===== config.mk =====
export PLATFORM = sky130hd
export DESIGN_NAME = core_wb_queue
export DESIGN_NICKNAME = d
export VERILOG_FILES = /design/src/rtl/core_wb_queue.sv
export SDC_FILE = /design/constraint.sdc
export NUM_CORES = 1
export LEC_CHECK = 0
export ABC_CLOCK_PERIOD_IN_PS = 3600
export CORE_MARGIN = 5
export CORE_UTILIZATION = 50
export CTS_CLUSTER_DIAMETER = 30
export DETAILED_ROUTE_END_ITERATION = 8
export PLACE_DENSITY = 0.8
export SLEW_MARGIN = 0
export SYNTH_ARGS = -nofsm -noshare
export SYNTH_HDL_FRONTEND = slang
export SYNTH_SLANG_ARGS = --single-unit

===== constraint.sdc =====
create_clock -name clk -period 3.6 [get_ports clk]
set_input_delay 0.72 -clock clk [delete_from_list [all_inputs] [get_ports clk]]
set_output_delay 0.72 -clock clk [all_outputs]
set_load 0.005 [all_outputs]

===== src/rtl/core_wb_queue.sv =====
// Writeback queue between execute and the GP register file: two in-order enqueue
// lanes, up to two retirements per cycle, plus a pending-write query for hazard checks.
package core_wb_pkg;
    typedef logic [4:0]  reg_num;
    typedef logic [31:0] word;

    localparam reg_num R0 = '0;

    typedef struct packed {
        logic   ready;
        reg_num rd;
        word    value;
    } wb_line;
endpackage

module core_wb_queue
    import core_wb_pkg::*;
#(
    parameter int unsigned DEPTH = 4
) (
    input  logic   clk,
    input  logic   rst,
    input  logic   in_a_valid,
    input  reg_num in_a_rd,
    input  word    in_a_value,
    output logic   in_a_ready,
    input  logic   in_b_valid,
    input  reg_num in_b_rd,
    input  word    in_b_value,
    output logic   in_b_ready,
    input  logic   stall,
    input  logic   flush,
    output wb_line wr_a,
    output wb_line wr_b,
    input  reg_num pend_q,
    output logic   pend,
    output logic   busy
);
    localparam int unsigned PW = (DEPTH > 1) ? $clog2(DEPTH) : 1;
    localparam int unsigned CW = $clog2(DEPTH + 1);

    typedef logic [PW-1:0] ptr_t;
    typedef logic [CW-1:0] cnt_t;

    // Advance a pointer by k (k <= 2 < DEPTH+...), wrapping modulo DEPTH.
    function automatic ptr_t ptr_add(input ptr_t p, input int unsigned k);
        int unsigned s;
        s = 32'(p) + k;
        if (s >= DEPTH) s = s - DEPTH;
        return s[PW-1:0];
    endfunction

    ptr_t   head_q, head_d;
    ptr_t   tail_q, tail_d;
    cnt_t   count_q, count_d;

    reg_num rd_mem_q  [DEPTH];
    word    val_mem_q [DEPTH];

    logic       store_a, store_b;
    logic       ret_a, ret_b;
    logic [1:0] enq_num, deq_num;
    ptr_t       head1, tail1, b_slot;

    // Readiness looks only at the registered count, never at this cycle's retirement.
    assign in_a_ready = !flush && (count_q <= cnt_t'(DEPTH - 1));
    assign in_b_ready = !flush && (count_q <= cnt_t'(DEPTH - 2));

    assign store_a = in_a_valid && in_a_ready && (in_a_rd != R0);
    assign store_b = in_b_valid && in_b_ready && (in_b_rd != R0);
    assign enq_num = {1'b0, store_a} + {1'b0, store_b};

    assign ret_a   = !stall && !flush && (count_q != '0);
    assign ret_b   = ret_a && (count_q >= cnt_t'(2));
    assign deq_num = {1'b0, ret_a} + {1'b0, ret_b};

    assign head1  = ptr_add(head_q, 1);
    assign tail1  = ptr_add(tail_q, 1);
    assign b_slot = store_a ? tail1 : tail_q;

    assign wr_a = '{ready: ret_a, rd: rd_mem_q[head_q], value: val_mem_q[head_q]};
    assign wr_b = '{ready: ret_b, rd: rd_mem_q[head1],  value: val_mem_q[head1]};

    assign busy = (count_q != '0);

    // NOTE: every variable written in always_comb gets a default first, so no latch is inferred.
    always_comb begin
        head_d  = ptr_add(head_q, 32'(deq_num));
        tail_d  = ptr_add(tail_q, 32'(enq_num));
        count_d = count_q + cnt_t'(enq_num) - cnt_t'(deq_num);
        if (flush) begin
            head_d  = '0;
            tail_d  = '0;
            count_d = '0;
        end
    end

    always_comb begin
        pend = 1'b0;
        for (int unsigned i = 0; i < DEPTH; i++) begin
            if (i < 32'(count_q) && rd_mem_q[ptr_add(head_q, i)] == pend_q) pend = 1'b1;
        end
        if (pend_q == R0) pend = 1'b0;
    end

    // NOTE: sequential state is updated with non-blocking assignments only.
    always_ff @(posedge clk or posedge rst) begin
        if (rst) begin
            head_q  <= '0;
            tail_q  <= '0;
            count_q <= '0;
        end else begin
            head_q  <= head_d;
            tail_q  <= tail_d;
            count_q <= count_d;
        end
    end

    // NOTE: the entry storage is not reset; count gates every read that matters.
    always_ff @(posedge clk) begin
        if (store_a) begin
            rd_mem_q[tail_q]  <= in_a_rd;
            val_mem_q[tail_q] <= in_a_value;
        end
        if (store_b) begin
            rd_mem_q[b_slot]  <= in_b_rd;
            val_mem_q[b_slot] <= in_b_value;
        end
    end
endmodule


-- Yosys cells after proc, flatten, opt, wreduce, memory -nomap -nowiden
Memory sizes are Yosys's and may differ from the RTL's.
Index checks and enable logic that the tools add are counted.
- output and inout port bits: 80
- bits in registers: 7
- logic and storage cells: 79
- memories: 2
- RAM bits: 148
- memories (name ; words ; width ; read ports ; clocked after Yosys merged registers in ; write ports ; RTL line ; text):
    val_mem_q ; 4 ; 32 ; 2 ; 0 ; 2 ; 58 ; word val_mem_q [DEPTH];
    rd_mem_q ; 4 ; 5 ; 5 ; 0 ; 2 ; 57 ; reg_num rd_mem_q [DEPTH];
- $add $sub $neg: 17
- eq/ne operators: 4
- $lt $le $gt $ge: 14
- reduce and logical (&&, ||, !) cells: 19
- multiplexer cells: 20
- operators with widths (operator ; number):
    $eq A5 B5 Y1 ; 4
    $mux W2 ; 10
    $ge A3 B3 Y1 const B ; 6
    $sub A2 B1 Y2 const B ; 7
    $logic_and A1 B1 Y1 ; 13
    $reduce_bool A5 Y1 ; 2
    $mux W1 ; 9
    $add A2 B1 Y3 const B ; 2
    $add A2 B2 Y3 ; 2
    $add A2 B2 Y3 const B ; 2
    $le A3 B2 Y1 const B ; 2
    $lt A1 B3 Y1 const A ; 2
    $lt A2 B3 Y1 const A ; 2
    $logic_not A5 Y1 ; 1
    $add A1 B1 Y2 ; 2
    $add A3 B2 Y3 ; 1
    $ge A2 B3 Y1 const B ; 1
    $ge A3 B2 Y1 const B ; 1
    $mux W3 ; 1
    $reduce_bool A3 Y1 ; 1
    $sub A3 B2 Y3 ; 1
    $logic_not A1 Y1 ; 2

-- Longest topological paths before layout
Gate-level depths: netlist of the first run.
An unclocked memory read counts as a cell.
- word-level depth: 10
- depth in mapped cells: 13
- gate-level depth less buffers: 12

-- Worst setup path after synthesis of the first run
No wires, ideal clock.
- path type: in2reg
- start: in in_a_rd[0]
- end: mem rd_mem_q[3][0] in the netlist's numbering, enable pin
- arrival time: 2977 ps
- required time: 3207 ps
- stages: 7
- slack: 230 ps
- cells stage by stage: or3_1 > o311a_1 > or3_1 > a21oi_2 > buf_6 > buf_6 > a21o_1
- RTL lines (element ; RTL line ; text):
    from (decl) ; 24 ; input reg_num in_a_rd,
    to (decl) ; 57 ;

==> results.py, run 1 <==
metrics = {
    "global_route": {
        "grt_usage": 0.217,
        "grt_start_max_net_pins": 56,
        "grt_pass1_vias": 6446,
        "grt_pass1_wl_um": 36100,
        "antenna_found_initial": 3,
        "grt_overflow": 0,
    },
    "pwr": {
        "power.density_nw_per_um2": 553,
        "p_switching_mw": 1.86,
        "power.share.clock": 0.259,
        "swShare": 0.282,
        "combinationalPowerShare": 0.377,
        "irDropWorstVdd_mv": 0.363,
        "internal_power_mw": 4.74,
        "p_leak_nw": 4.00,
        "seqPwrFrac": 0.364,
        "power_mw": 6.60,
    },
    "sta": {
        "finalHoldViolCount": 0,
        "rsz0062_at_grt": "false",
        "slew_headroom": 0.480,
        "hold_ws_ns": 0.554,
        "fin_crit_ns": 3.44,
        "fin_skew_ns": 0.00634,
        "maxSlewViolCount": 0,
        "setup_viol": 0,
        "fin_crit_sh": 0.957,
        "max_clock_freq_mhz": 290,
        "tightestPinTransition_ns": 0.781,
        "setup_tns_ns": 0,
    },
    "final_layout": {
        "drive_above_1_share": 0.355,
        "fillers": 1234,
        "multi_input_area_um2": 4360,
        "regArea_um2": 4630,
        "instances_no_fill": 961,
        "syn2layout_area_growth_pct": 28.6,
        "nNetsFinal": 814,
    },
    "detailed_routing": {
        "drtAntennaViolNets": 0,
        "post-route-drc-count": 0,
        "wl_per_cell_um": 24.0,
        "routed_wl_um": 23100,
        "drtPass1Iterations": 5,
        "drt_iter0_markers": 358,
        "vias": 5840,
        "vias_per_cell": 6.08,
    },
    "synth": {
        "synth_area_leaders": "edfxtp_1 48%, mux4_2 18%, mux2_2 11%",
        "netlist_instances": 546,
        "synth-main-ff-cell": "edfxtp_1",
        "synth_edf_count": 148,
        "seq_area_frac_synth": 0.498,
        "synthArstFlopShare": 0.0452,
        "synth-seq-cells": 155,
        "yosysTopAreaCell": "edfxtp_1",
        "yosysWarnings": 0,
        "synthesis.nets": 642,
        "syn_area_um2": 9270,
        "synth_area_per_cell_um2": 17.0,
        "post-synth-top-area-fraction": 0.479,
        "synthDistinctLibCells": 42,
    },
    "clock_tree": {
        "cts_buffers": 17,
        "worstSkewPairLatency_ns": 0.41,
        "h-tree-depth": 4,
        "clock_sinks": 155,
        "cts_max_path_buffers": 2,
        "cts-root-buf": "clkbuf_16",
        "cts_tree": "built",
        "clkTransAtPathRegs_ns": 0.06,
    },
    "setup_path": {
        "path_cells": "buf_6 -> buf_4 -> mux4_2 -> clkdlybuf4s50_1",
        "crit_type": "reg -> out",
        "endpoint_kind": "primary output",
        "critPathSlowestCell": "buf_4",
        "worst_setup_path_start_kind": "register",
        "critPathArrivalTime_ns": 2.72,
        "path_max_fanout": 55,
        "slowest_delay_ns": 0.60,
        "critPathRequiredTime_ns": 2.88,
    },
    "floorplan": {
        "num_rows": 49,
        "io_pins": 165,
        "dieHeight_um": 146,
        "die_w_um": 146,
        "initial_core_util": 0.513,
        "fp.dieArea_um2": 21400,
        "coreArea_um2": 18100,
    },
    "place": {
        "io_buffers": 164,
        "dp.cells": 923,
        "place_hpwl_um": 15500,
        "gp_congestion": 0.860,
    },
    "min_path": {
        "min_path_type": "in -> async",
    },
    "run_status": {
        "status": "completed",
    },
    "job": {
        "drv_cap": 0,
    },
}
-- cell usage after synthesis (all sizes together) (4+ instances only) --
| cell | count |
|---|---|
| mux2i | 16 |
| nand2 | 5 |
| clkbuf | 7 |
| dfrtp | 7 |
| ha | 9 |
| buf | 38 |
| mux2 | 148 |
| inv | 11 |
| a21oi | 4 |
| xnor2 | 17 |
| mux4 | 76 |
| nor3 | 9 |
| nor2 | 8 |
| xor2 | 12 |
| edfxtp | 148 |
-- worst paths after layout --
| path | endpoint | slack, ns | from | cells past startpoint |
|---|---|---|---|---|
| max reg2reg | count_q[2] | 0.92 | count_q[2] | 9 |
| min | head_q[1] | 0.55 | rst | 2 |
| min in group clk | count_q[0] | 0.73 | count_q[0] | 2 |
| max in group asynchronous | head_q[0] | 2.78 | rst | 2 |
| max | wr_a[1] | 0.16 | head_q[1] | 4 |
| min reg2reg | count_q[0] | 0.73 | count_q[0] | 2 |
-- metrics by stage --
step	utilization	worst slack (ns)	instance area (µm²)
2_1_floorplan	-	0.230	9270
3_3_place_gp	0.625	0.0561	11300
3_5_place_dp	0.625	-0.0337	11300
4_1_cts	0.658	0.00658	11900
5_1_grt	0.659	0.0412	11900
6_report	0.659	0.156	11900
-- power by group through the flow --
stage / sequential [mW] / combinational, mW / clock, mW
2_1_floorplan: 2.36 / 1.38 / 0
4_1_cts: 2.40 / 2.52 / 1.74
6_report: 2.40 / 2.48 / 1.71
5_1_grt: 2.43 / 2.65 / 1.81
3_3_place_gp: 2.42 / 2.41 / 0
3_5_place_dp: 2.45 / 2.46 / 0
-- layer usage --
| metal | routed length (µm) | GRT usage |
|---|---|---|
| met5 | 11 | 0 |
| met4 | 543 | 0.0762 |
| met3 | 1230 | 0.0431 |
| met2 | 12100 | 0.382 |
| met1 | 9210 | 0.268 |
-- what timing repair did --
item,4_1_cts,5_1_grt
endpoints found under the hold margin,0,0
resized for setup,0,4
endpoints found under the setup margin,1,1
pin swaps,0,1
setup buffers,4,1
hold buffers,0,0
-- area by class of cell --
| type | instances | area share |
|---|---|---|
| clock inverters | 11 | 0.0103 |
| flip-flops and latches | 155 | 0.388 |
| repair buffers | 198 | 0.171 |
| inverters | 12 | 0.00378 |
| clock buffers | 20 | 0.0366 |
| well taps | 229 | 0.0240 |
| multi-input cells | 334 | 0.366 |
| diodes | 2 | 0.000420 |
-- cell families after synthesis --
| logic type | share of synthesized area |
|---|---|
| buffers and inverters | 0.0352 |
| adders and majority gates | 0.0165 |
| AOI/OAI and AO/OA | 0.0116 |
| and+or+nand+nor | 0.0220 |
| DFF | 0.498 |
| muxes | 0.389 |
| xor gates and xnor gates | 0.0274 |
-- registers in the layout, indices dropped and copies added, names as in the netlist --
name       cells
tail_q         2
rd_mem_q      20
val_mem_q    128
head_q         2
count_q        3
-- worst max-delay path, delay by kind of cell (launching register included) --
family	cells	cell delay, ns
muxes	1	0.40
DFF	1	0.50
buffers and inverters	3	1.32
-- cell usage in the layout, fill, tap and decap left out, types with 16 or more instances in the layout --
master and instances:
xnor2_1 17, mux2_1 38, clkbuf_16 17, buf_4 21
mux2_4 19, clkdlybuf4s50_1 163, mux2_2 91, edfxtp_1 148
mux4_2 76, mux2i_1 16
No activity file was read; power rests on OpenSTA's default activity.
==> run 2, diff against run 1 <==
--- a/config.mk
+++ b/config.mk
@@ -11,7 +11,7 @@
 export CTS_CLUSTER_DIAMETER = 30
 export DETAILED_ROUTE_END_ITERATION = 8
 export PLACE_DENSITY = 0.8
-export SLEW_MARGIN = 0
+export SLEW_MARGIN = 20
 export SYNTH_ARGS = -nofsm -noshare
 export SYNTH_HDL_FRONTEND = slang
 export SYNTH_SLANG_ARGS = --single-unit
==> results of run 2 <==
Final layout, timing and power as in run 1 (identical DEF).
==> run 3, diff against run 2 <==
--- a/config.mk
+++ b/config.mk
@@ -5,6 +5,7 @@
 export SDC_FILE = /design/constraint.sdc
 export NUM_CORES = 1
 export LEC_CHECK = 0
+export ABC_AREA = 1
 export ABC_CLOCK_PERIOD_IN_PS = 3600
 export CORE_MARGIN = 5
 export CORE_UTILIZATION = 50
==> results.py, run 3 <==
metrics = {
    "synth": {
        "synth_top_family_by_area": "simple AND/OR/NAND/NOR gates",
        "synth_xor_area_frac": 0.00629,
        "synth-seq-cells": 155,
        "synth_edf_count": 148,
        "yosysWarnings": 0,
        "yosysMostFrequentCell": "nand2_1",
        "netlist_instances": 1129,
        "synthSimpleGateAreaFrac": 0.218,
        "yosysTopAreaCell": "edfxtp_1",
        "synthDistinctLibCells": 39,
        "synth.area.mux_share": 0,
        "yosys-top-cells-count": "392 x nand2_1, 148 x edfxtp_1, 111 x inv_1",
        "synth_area_per_cell_um2": 8.45,
        "synthAdderAreaFrac": 0.0160,
        "syn_area_um2": 9540,
        "post-synth-top-area-fraction": 0.466,
        "synth_compound_area_frac": 0.179,
        "synth-main-ff-cell": "edfxtp_1",
        "synth_area_leaders": "edfxtp_1 47%, nand2_1 15%, inv_1 4.4%",
        "synthesis.nets": 1225,
        "synthArstFlopShare": 0.0452,
        "seq_area_frac_synth": 0.484,
    },
    "pwr": {
        "power_mw": 7.29,
        "power.density_nw_per_um2": 607,
        "p_leak_nw": 5.02,
        "irDropWorstVdd_mv": 0.397,
    },
    "global_route": {
        "grt_pass1_vias": 8587,
        "grt_overflow": 0,
        "grt_usage": 0.249,
        "grt_start_max_net_pins": 75,
        "antenna_found_initial": 0,
        "grt_pass1_wl_um": 43000,
    },
    "final_layout": {
        "largest_reg_flops": 128,
        "postLayoutCoreUtil": 0.639,
        "final_cell_mix": "386 x nand2_1, 164 x clkdlybuf4s50_1, 148 x edfxtp_1",
        "fin_area_um2": 12000,
        "fillers": 1515,
        "largestRegisters": "val_mem_q: 128 flops, rd_mem_q: 20 flops, count_q: 3 flops",
        "mostFrequentLayoutCell": "nand2_1",
        "drive_above_1_share": 0.0922,
        "nNetsFinal": 1363,
        "antenna_cells": 0,
        "top_register": "val_mem_q",
        "syn2layout_area_growth_pct": 25.7,
    },
    "sta": {
        "max_clock_freq_mhz": 294,
        "finalHoldViolCount": 0,
        "fin_crit_ns": 3.40,
        "rsz0062_at_grt": "false",
        "tightestPinTransition_ns": 0.623,
        "slew_headroom": 0.585,
        "fin_crit_sh": 0.943,
        "postLayoutSetupSlackWorst_ns": 0.204,
        "setup_tns_ns": 0,
        "fin_skew_ns": 0.00727,
        "maxSlewViolCount": 0,
        "setup_viol": 0,
    },
    "detailed_routing": {
        "vias": 8691,
        "post-route-drc-count": 0,
        "drt_iter0_markers": 801,
        "drtAntennaViolNets": 0,
        "drtPass1Iterations": 5,
        "routed_wl_um": 27400,
        "vias_per_cell": 5.74,
        "wl_per_cell_um": 18.1,
    },
    "clock_tree": {
        "h-tree-depth": 4,
        "clkTransAtPathRegs_ns": 0.06,
        "cts_tree": "built",
        "cts_buffers": 17,
        "clock_sinks": 155,
        "cts-root-buf": "clkbuf_16",
        "worstSkewPairLatency_ns": 0.42,
        "cts_max_path_buffers": 2,
    },
    "min_path": {
        "min_path_type": "in -> async",
    },
    "setup_path": {
        "worst_setup_path_start_kind": "register",
        "critPathArrivalTime_ns": 2.68,
        "crit_type": "reg -> out",
        "critPathRequiredTime_ns": 2.88,
        "endpoint_kind": "primary output",
        "path_max_fanout": 28,
    },
    "place": {
        "gp_congestion": 0.907,
        "pre_cts_slack_ns": 0.193,
        "io_buffers": 164,
        "place_hpwl_um": 17900,
        "placed_area_um2": 11300,
    },
    "floorplan": {
        "fp.dieArea_um2": 22000,
        "initial_core_util": 0.509,
        "io_pins": 165,
        "num_rows": 50,
        "coreArea_um2": 18800,
        "dieHeight_um": 148,
        "die_w_um": 148,
    },
    "run_status": {
        "status": "completed",
    },
    "job": {
        "drv_cap": 0,
    },
}
[run 3: metal layers]
| metal | GRT usage | wire length [µm] | vias to the layer above |
|---|---|---|---|
| li1 | - | - | 4148 |
| met1 | 0.296 | 10600 | 4076 |
| met2 | 0.430 | 13800 | 399 |
| met3 | 0.0533 | 2150 | 68 |
| met4 | 0.118 | 799 | 0 |
| met5 | 0 | 0 | - |
[run 3: power breakdown]
part | total, mW | leakage [nW] | switching [mW] | internal [mW]
Combinational | 2.97 | 3.27 | 1.63 | 1.34
Sequential | 2.39 | 1.44 | 0.107 | 2.28
Clock | 1.92 | 0.305 | 0.696 | 1.23
Total | 7.29 | 5.02 | 2.44 | 4.85
[run 3: stage by stage]
| step | std cells | hold slack, ns |
|---|---|---|
| after global placement | 1479 | 0.666 |
| final | 1514 | 0.547 |
| after floorplan | 1129 | 0.523 |
| after global routing | 1514 | 0.571 |
| after CTS | 1511 | 0.540 |
| after detailed placement | 1479 | 0.685 |
[run 3: final timing paths]
check	start	to	slack [ns]	depth (start not counted)
worst min register to register	count_q[0]	count_q[0]	0.69	3
worst max-delay path	head_q[0]	wr_a[5]	0.20	8
min in group clk	count_q[0]	count_q[0]	0.69	3
worst max register to register	count_q[2]	count_q[2]	0.92	11
worst min-delay path	rst	count_q[1]	0.55	2
max in group asynchronous	rst	head_q[0]	2.78	2
[run 3: cell type report]
class	count	area (µm²)	area share
tap	234	293	0.0244
timing repair buffer	192	1980	0.165
clock inverter	12	195	0.0163
multi-input combinational	784	4030	0.336
sequential	155	4620	0.385
inverter	117	439	0.0366
clock buffer	20	437	0.0364
[run 3: timing repair]
item                                    CTS  global route
gates resized for setup                   3             4
endpoints found under the setup margin    5            10
setup buffers                             0             3
pin swaps                                 0             0
hold buffers                              0             0
[run 3: cell families (layout without fill, tap and decap cells)]
logic type	Yosys count	after routing
adder cells (fa/ha/maj)	11	11
buffers and inverters	190	341
XOR/XNOR	6	6
flip-flops	155	155
AND/OR/NAND/NOR	512	512
AO/OA/AOI/OAI	255	255
[run 3: worst max-delay path: stages (launching register included)]
cell and delay, ns:
dfrtp_4 0.53, inv_2 0.09, nand2_1 0.10, buf_8 0.22
inv_2 0.27, buf_12 0.23, a22oi_1 0.09, o211ai_1 0.16
clkdlybuf4s50_1 0.56
